File: src/rtl/fetch_pkg.sv
// Shared encodings and constants for the instruction fetch stage.
// FETCH_MISALIGN_TRAP_EN adds the HALT state used for misaligned next-PC traps.
package fetch_pkg;

    localparam logic [31:0] DEFAULT_RESET_PC = 32'h0000_0000;
    localparam logic [31:0] NOP_INSTR        = 32'h0000_0000;

    typedef enum logic [1:0] {
        PCSEL_SEQ = 2'b00,
        PCSEL_BR  = 2'b01,
        PCSEL_J   = 2'b10,
        PCSEL_JR  = 2'b11
    } pc_sel_e;

`ifdef FETCH_MISALIGN_TRAP_EN
    typedef enum logic [1:0] {
        ST_RST   = 2'b00,
        ST_FETCH = 2'b01,
        ST_VALID = 2'b10,
        ST_HALT  = 2'b11
    } fetch_state_e;
`else
    typedef enum logic [1:0] {
        ST_RST   = 2'b00,
        ST_FETCH = 2'b01,
        ST_VALID = 2'b10
    } fetch_state_e;
`endif

    // Branch immediates count words, so the sign-extended field is scaled by 4.
    function automatic logic [31:0] branch_offset(input logic [15:0] imm);
        return {{14{imm[15]}}, imm, 2'b00};
    endfunction

endpackage

File: src/rtl/next_pc_calc.sv
// Combinational next-PC selection for the fetch stage (sequential, branch, jump, register).
// Only the low 26 instruction bits matter here, so only those are passed in.
module next_pc_calc
    import fetch_pkg::*;
#(
    parameter int XLEN = 32
) (
    input  logic [XLEN-1:0] pc,
    input  logic [25:0]     instruction,
    input  logic [1:0]      pc_sel,
    input  logic            br_taken,
    input  logic [XLEN-1:0] rs_value,
    output logic [XLEN-1:0] pc_plus4,
    output logic [XLEN-1:0] next_pc
);

    assign pc_plus4 = pc + XLEN'(4);

    always_comb begin
        next_pc = pc_plus4;
        case (pc_sel_e'(pc_sel))
            PCSEL_SEQ: next_pc = pc_plus4;
            PCSEL_BR:  if (br_taken) next_pc = pc_plus4 + branch_offset(instruction[15:0]);
            PCSEL_J:   next_pc = {pc_plus4[31:28], instruction, 2'b00};
            PCSEL_JR:  next_pc = rs_value;
            default:   next_pc = pc_plus4;
        endcase
    end

endmodule

File: src/rtl/inst_fetch.sv
// Instruction fetch stage: one outstanding req/ack memory fetch, hold-until-retire to the decoder.
// FETCH_MISALIGN_TRAP_EN adds the misalign output and a sticky HALT on misaligned targets.
module inst_fetch
    import fetch_pkg::*;
#(
    parameter int              XLEN     = 32,
    parameter logic [XLEN-1:0] RESET_PC = DEFAULT_RESET_PC
) (
    input  logic            clk,
    input  logic            rst,
    input  logic [1:0]      PC_MUX_Select,
    input  logic            br_taken,
    input  logic [XLEN-1:0] rs_value,
    input  logic            stall,
    output logic            imem_req,
    output logic [XLEN-1:0] imem_addr,
    input  logic            imem_ack,
    input  logic [XLEN-1:0] imem_rdata,
    output logic [XLEN-1:0] instruction,
    output logic            inst_valid,
    output logic [XLEN-1:0] pc,
    output logic [XLEN-1:0] pc_plus4
`ifdef FETCH_MISALIGN_TRAP_EN
    ,
    output logic            misalign
`endif
);

    fetch_state_e    state, state_next;
    logic [XLEN-1:0] next_pc_raw;
    logic [XLEN-1:0] next_pc;

    next_pc_calc #(.XLEN(XLEN)) u_next_pc (
        .pc          (pc),
        .instruction (instruction[25:0]),
        .pc_sel      (PC_MUX_Select),
        .br_taken    (br_taken),
        .rs_value    (rs_value),
        .pc_plus4    (pc_plus4),
        .next_pc     (next_pc_raw)
    );

`ifdef FETCH_MISALIGN_TRAP_EN
    logic misaligned;
    assign misaligned = (next_pc_raw[1:0] != 2'b00);
    assign next_pc    = next_pc_raw;
`else
    // Without the trap, low address bits are silently dropped.
    assign next_pc = next_pc_raw & ~XLEN'(3);
`endif

    assign imem_addr = pc;

    always_ff @(posedge clk or posedge rst) begin
        if (rst) state <= ST_RST;
        else     state <= state_next;
    end

    always_comb begin
        state_next = state;
        case (state)
            ST_RST:   state_next = ST_FETCH;
            ST_FETCH: if (imem_ack) state_next = ST_VALID;
`ifdef FETCH_MISALIGN_TRAP_EN
            ST_VALID: if (!stall) state_next = misaligned ? ST_HALT : ST_FETCH;
            ST_HALT:  state_next = ST_HALT;
`else
            ST_VALID: if (!stall) state_next = ST_FETCH;
`endif
            default:  state_next = ST_RST;
        endcase
    end

    always_comb begin
        imem_req   = (state == ST_FETCH);
        inst_valid = (state == ST_VALID);
`ifdef FETCH_MISALIGN_TRAP_EN
        misalign   = (state == ST_HALT);
`endif
    end

    // Instruction captures on ack; PC advances only when the decoder retires.
    always_ff @(posedge clk or posedge rst) begin
        if (rst) begin
            pc          <= RESET_PC;
            instruction <= NOP_INSTR;
        end else begin
            if (state == ST_FETCH && imem_ack) instruction <= imem_rdata;
            if (state == ST_VALID && !stall)   pc          <= next_pc;
        end
    end

endmodule

File: config.mk
export PLATFORM = sky130hd
export DESIGN_NAME = inst_fetch
export DESIGN_NICKNAME = d
export VERILOG_FILES = /design/src/rtl/fetch_pkg.sv /design/src/rtl/next_pc_calc.sv /design/src/rtl/inst_fetch.sv
export SDC_FILE = /design/constraint.sdc
export NUM_CORES = 1
export LEC_CHECK = 0
export BUFFER_PORTS_ARGS = -buffer_cell sky130_fd_sc_hd__buf_2
export CORE_MARGIN = 2
export CORE_UTILIZATION = 48
export CTS_BUF_LIST = sky130_fd_sc_hd__clkbuf_4
export DETAILED_ROUTE_END_ITERATION = 7
export HOLD_SLACK_MARGIN = 0.1
export MAX_ROUTING_LAYER = met4
export PLACE_DENSITY = 0.8
export SYNTH_ARGS = -nofsm -noshare
export SYNTH_HDL_FRONTEND = slang
export SYNTH_SLANG_ARGS = --single-unit
File: constraint.sdc
create_clock -name clk -period 3.75 [get_ports clk]
set_input_delay 0.75 -clock clk [delete_from_list [all_inputs] [get_ports clk]]
set_output_delay 0.75 -clock clk [all_outputs]
set_load 0.01 [all_outputs]
# Yosys cells after proc, flatten, opt, wreduce, memory -nomap -nowiden
# Index checks and enable logic that the tools add are counted.
# Widths: inputs -> output; s select.
[op_classes] eq_ne=7 addsub=2 n_mux=5 reduce_logical=6
[ops] cell="$pmux 32 s4" n=1
[ops] cell="$add 32x3->32 const B" n=1
[ops] cell="$add 32x32->32" n=1
[ops] cell="$mux 32" n=1
[ops] cell="$eq 2x2->1 const B" n=3
[ops] cell="$pmux 2 s3" n=1
[ops] cell="$eq 2x1->1 const B" n=2
[ops] cell="$logic_not 2->1" n=2
[ops] cell="$mux 2" n=2
[ops] cell="$logic_and 1x1->1" n=2
[ops] cell="$ne 2x1->1 const B" n=1
[ops] cell="$ne 2x2->1 const B" n=1
[ops] cell="$reduce_and 2->1" n=1
[ops] cell="$logic_not 1->1" n=1
[totals] in_bits=71 elab_cells=23 regBits=64 output_inout_bits=130

# Logic depth before layout (Yosys ltp)
[depth] depth_word=4 mapped_depth=16

# Modules after synthesis
# Synthesis repeated with hierarchy kept, for this count alone.
[hier_totals] cells_unflattened=644 hier_area_um2=6067.1
[by_module_without_submodules] mod="next_pc_calc" area_each_um2=3254.4 seq_area_each_um2=0.0 cells_each=468 instances=1
[by_module_without_submodules] mod="inst_fetch" area_each_um2=2812.7 seq_area_each_um2=1601.5 cells_each=176 instances=1

# Worst setup path after synthesis
# OpenSTA, ideal clock, no wires.
[synth_timing] path_kind="register -> register" startpoint="register pc[2], in the netlist imem_addr[2]" endpoint="register pc[31], in the netlist imem_addr[31]" arrival_time_ns=3.757 required_ns=3.663 setup_slack_ns=-0.094 synth_period_minus_slack_ns=3.844 path_stages_with_launch=17 path_cell_list="dfrtp_1 ha_1 nand3_2 nor3_4 and3_1 nand2_1 xnor2_1 ha_1 clkbuf_1 a21o_1 a21o_1 a221o_1 a31oi_4 o21ai_2 and4_4 o31a_1 a211oi_2"
[synth_between] elab_chain_cells=4
[synth_rtl] element="start, declared" line_no="inst_fetch.sv:21" source="output logic [XLEN-1:0] pc,"
[synth_rtl] element="start signal, assigned" line_no="inst_fetch.sv:89" source="if (state == ST_VALID && !stall) pc <= next_pc;"
[synth_rtl] element="$add 32x3->32" line_no="next_pc_calc.sv:17" source="assign pc_plus4 = pc + XLEN'(4);"
[synth_rtl] element="net pc_plus4[24]" line_no="inst_fetch.sv:22" source="output logic [XLEN-1:0] pc_plus4"
[synth_rtl] element="$add 32x32->32" line_no="next_pc_calc.sv:23" source="PCSEL_BR: if (br_taken) next_pc = pc_plus4 + branch_offset(instruction[15:0]);"
[synth_rtl] element="$mux 32" line_no="next_pc_calc.sv:23"
[synth_rtl] element="$pmux 32 s4" line_no="next_pc_calc.sv:21" source="case (pc_sel_e'(pc_sel))"
# The timed path passes the listed nets, and every way through them passes these cells.
# A chain may end at the register's enable or synchronous reset.

# Worst setup path after layout
[layout_timing] startpoint="register pc[3], in the netlist imem_addr[3]" endpoint="register pc[31], in the netlist imem_addr[31]"
[layout_between] elab_chain_cells=4
[layout_rtl] element="$add 32x3->32 *" line_no="next_pc_calc.sv:17"
[layout_rtl] element="$add 32x32->32" line_no="next_pc_calc.sv:23"
[layout_rtl] element="$mux 32" line_no="next_pc_calc.sv:23"
[layout_rtl] element="$pmux 32 s4 *" line_no="next_pc_calc.sv:21"
# Every way passes the cells marked *; elsewhere a longest branch is shown, timed or not.

==> results.cfg <==
[run_status]
status = complete, no violations

[min_path]
hp-class = flip-flop to flip-flop

[clock_tree]
cts_buffers = 9
h-tree-depth = 3
clk_pin_slew_worst_paths_ns = 0.15
clock_sinks = 64
cts_buffer_depth = 2
insertion_delay_ns = 0.44
cts_root_buf = clkbuf_4
ctsHoldBuffers = 0
cts_tree = yes

[worst_setup_path]
crit_buf_inv = 1
cp_slowest_cell = dfrtp_1
crit_arrival_ns = 4.04
crit_path_end_kind = flip-flop
path_delay_family = compound AO/OA/AOI/OAI gates
cp-start-kind = flip-flop
crit_chain = ha_4, nand3_4, nor3_4, buf_4, xor2_4, ha_1, and3_4, a221oi_4, o211ai_1, a22o_1, a31oi_4, o21ai_2, and4_4, o31a_1, a211oi_2
worstPathMaxFanout = 5
crit_required_ns = 4.12
max_stage_delay_ns = 0.43
worstSetupPathType = flip-flop to flip-flop

[synthesis]
synthArstFlopShare = 1.00
synthCells = 685
yosysTopAreaCell = dfrtp_1
postSynthAreaPerCell_um2 = 8.38
synth_top_area_frac = 0.279
ys_warn_count = 0
synth_area_um2 = 5740
synth-edff-count = 0
synth_top_cells_by_count = 68 x nand2_1, 64 x dfrtp_1, 59 x a21oi_1, 58 x nor2_1, 44 x o21ai_0
synthTopCellsByArea = dfrtp_1 28%, ha_1 7.4%, mux2_2 7.3%, xnor2_1 5.2%, a21oi_1 5.1%
yosysUniqueCellTypes = 69
ys_ff_latch = 64
synth.most_common_cell = nand2_1
synthFlopType = dfrtp_1
ys_seq_area_frac = 0.279

[route]
drc_errors = 0
firstDrtPassIters = 6
vias = 6308
drt_wl_total_um = 20000
via_per_inst = 5.93
final_antenna_net_count = 0
drt_iter0_markers = 630
wl_per_cell_um = 18.8

[global_route]
grt_pass1_vias = 5732
grt_util_all_layers = 0.304
grt_pass1_wl_um = 29800
grt_antenna_before_repair = 1
overflow = 0
grt_max_degree = 48

[place]
placedInstanceArea_um2 = 7130
place_inst = 1036
dp_hpwl_um = 14500
place_ws_ns = -0.0340
io_buffers = 192
gp_congestion = 0.950

[sta]
finClkSkew_ns = 0.0289
fmax_mhz = 273
worst_slew_pin_slew_ns = 1.01
finalSetupViolations = 0
final_max_slew_viol_count = 0
relSlewSlack = 0.323
period_minus_slack_ns = 3.67
fin_crit_sh = 0.978
timing.final.hold_violations = 0
finalWorstSetupSlack_ns = 0.0817

[floorplanning]
initial_core_util = 0.496
dieWidth_um = 113
row_count = 39
pin_count = 201
coreArea_um2 = 11600
dieArea_um2 = 12800
die_y_um = 113

[final_layout]
fill_cells = 1026
postLayoutCellArea_um2 = 7650
regArea_um2 = 1600
multi_input_area_um2 = 4010
layout-drive-gt1-share = 0.426
synthToLayoutAreaGrowth_pct = 33.3
layout.cells.non_filler = 1064
final_nets = 1021

[power]
p_total_mw = 8.10
p_per_area_nw_per_um2 = 1060
p_leak_nw = 3.68
irDropWorstVdd_mv = 0.528

[run]
maxCapViolCount = 0
==> layer usage <==
layer / vias up / wire length [um] / GRT usage / part of all wire
met5: - / 0 / - / 0
met4: 0 / 558 / 0.109 / 0.028
met3: 53 / 1600 / 0.0520 / 0.080
met2: 349 / 9300 / 0.455 / 0.46
met1: 2993 / 8570 / 0.414 / 0.43
li1: 2913 / - / - / -
==> area by class of cell <==
type / count / area share
inverters: 19 / 0.00932
well taps: 143 / 0.0234
clock inverters: 6 / 0.0110
repair buffers: 281 / 0.213
clock buffers: 10 / 0.00981
flip-flops and latches: 64 / 0.209
diodes: 1 / 0.000327
multi-input cells: 540 / 0.524
==> metrics by stage <==
stage	hold slack (ns)	util	setup TNS (ns)
after floorplan	0.472	-	0
after global placement	0.483	0.616	0
after detailed placement	0.488	0.616	-0.0340
after CTS	0.485	0.632	0
after global routing	0.506	0.662	-0.104
final	0.513	0.662	0
==> path summary, 6_finish.rpt <==
kind | startpoint | end | slack [ns] | cells past startpoint
setup / recovery | imem_addr[3] | imem_addr[31] | 0.08 | 15
hold / removal | instruction[29] | instruction[29] | 0.51 | 1
setup reg to reg | imem_addr[3] | imem_addr[31] | 0.08 | 15
hold reg to reg | instruction[29] | instruction[29] | 0.51 | 1
max in group asynchronous | rst | instruction[20] | 2.44 | 3
min in group asynchronous | rst | instruction[0] | 0.55 | 2
==> cells by family after synthesis <==
group                    Yosys count  synth area share
adder cells (fa/ha/maj)           35            0.0776
multiplexers                      43            0.0874
XOR/XNOR                          49            0.0748
flip-flops                        64             0.279
AO/OA/AOI/OAI                    203             0.227
buffers and inverters             86            0.0802
other                              1          0.000653
AND/OR/NAND/NOR                  204             0.173
==> state kept, by name (all words and copies together) (netlist names) <==
signal and cells:
imem_addr 30, state 2, instruction 32
==> cells in the final DEF (no fill, tap or decap), types with 8 or more instances in the layout <==
cell type,count
a21o_1,15
a21oi_1,55
a221oi_1,10
a22oi_1,9
a31oi_1,8
buf_2,192
buf_4,89
clkbuf_4,10
dfrtp_1,64
ha_1,27
inv_1,17
mux2_2,37
nand2_1,68
nand3_1,15
nand4_1,9
nor2_1,54
o21ai_0,43
o21ai_1,8
xnor2_1,25
xnor2_2,9
xor2_1,11
==> power breakdown <==
group	leakage [nW]	internal, mW	switching (mW)	total [mW]
logic	2.84	2.84	3.18	6.03
clock network	0.0801	0.274	0.295	0.569
registers	0.758	1.03	0.481	1.51
==> timing repair <==
action                     CTS  global route
pin swaps                    2            12
setup buffers                0            11
gates resized for setup      5            45
setup endpoints to repair    2            11
(Power assumes the default switching activity.)
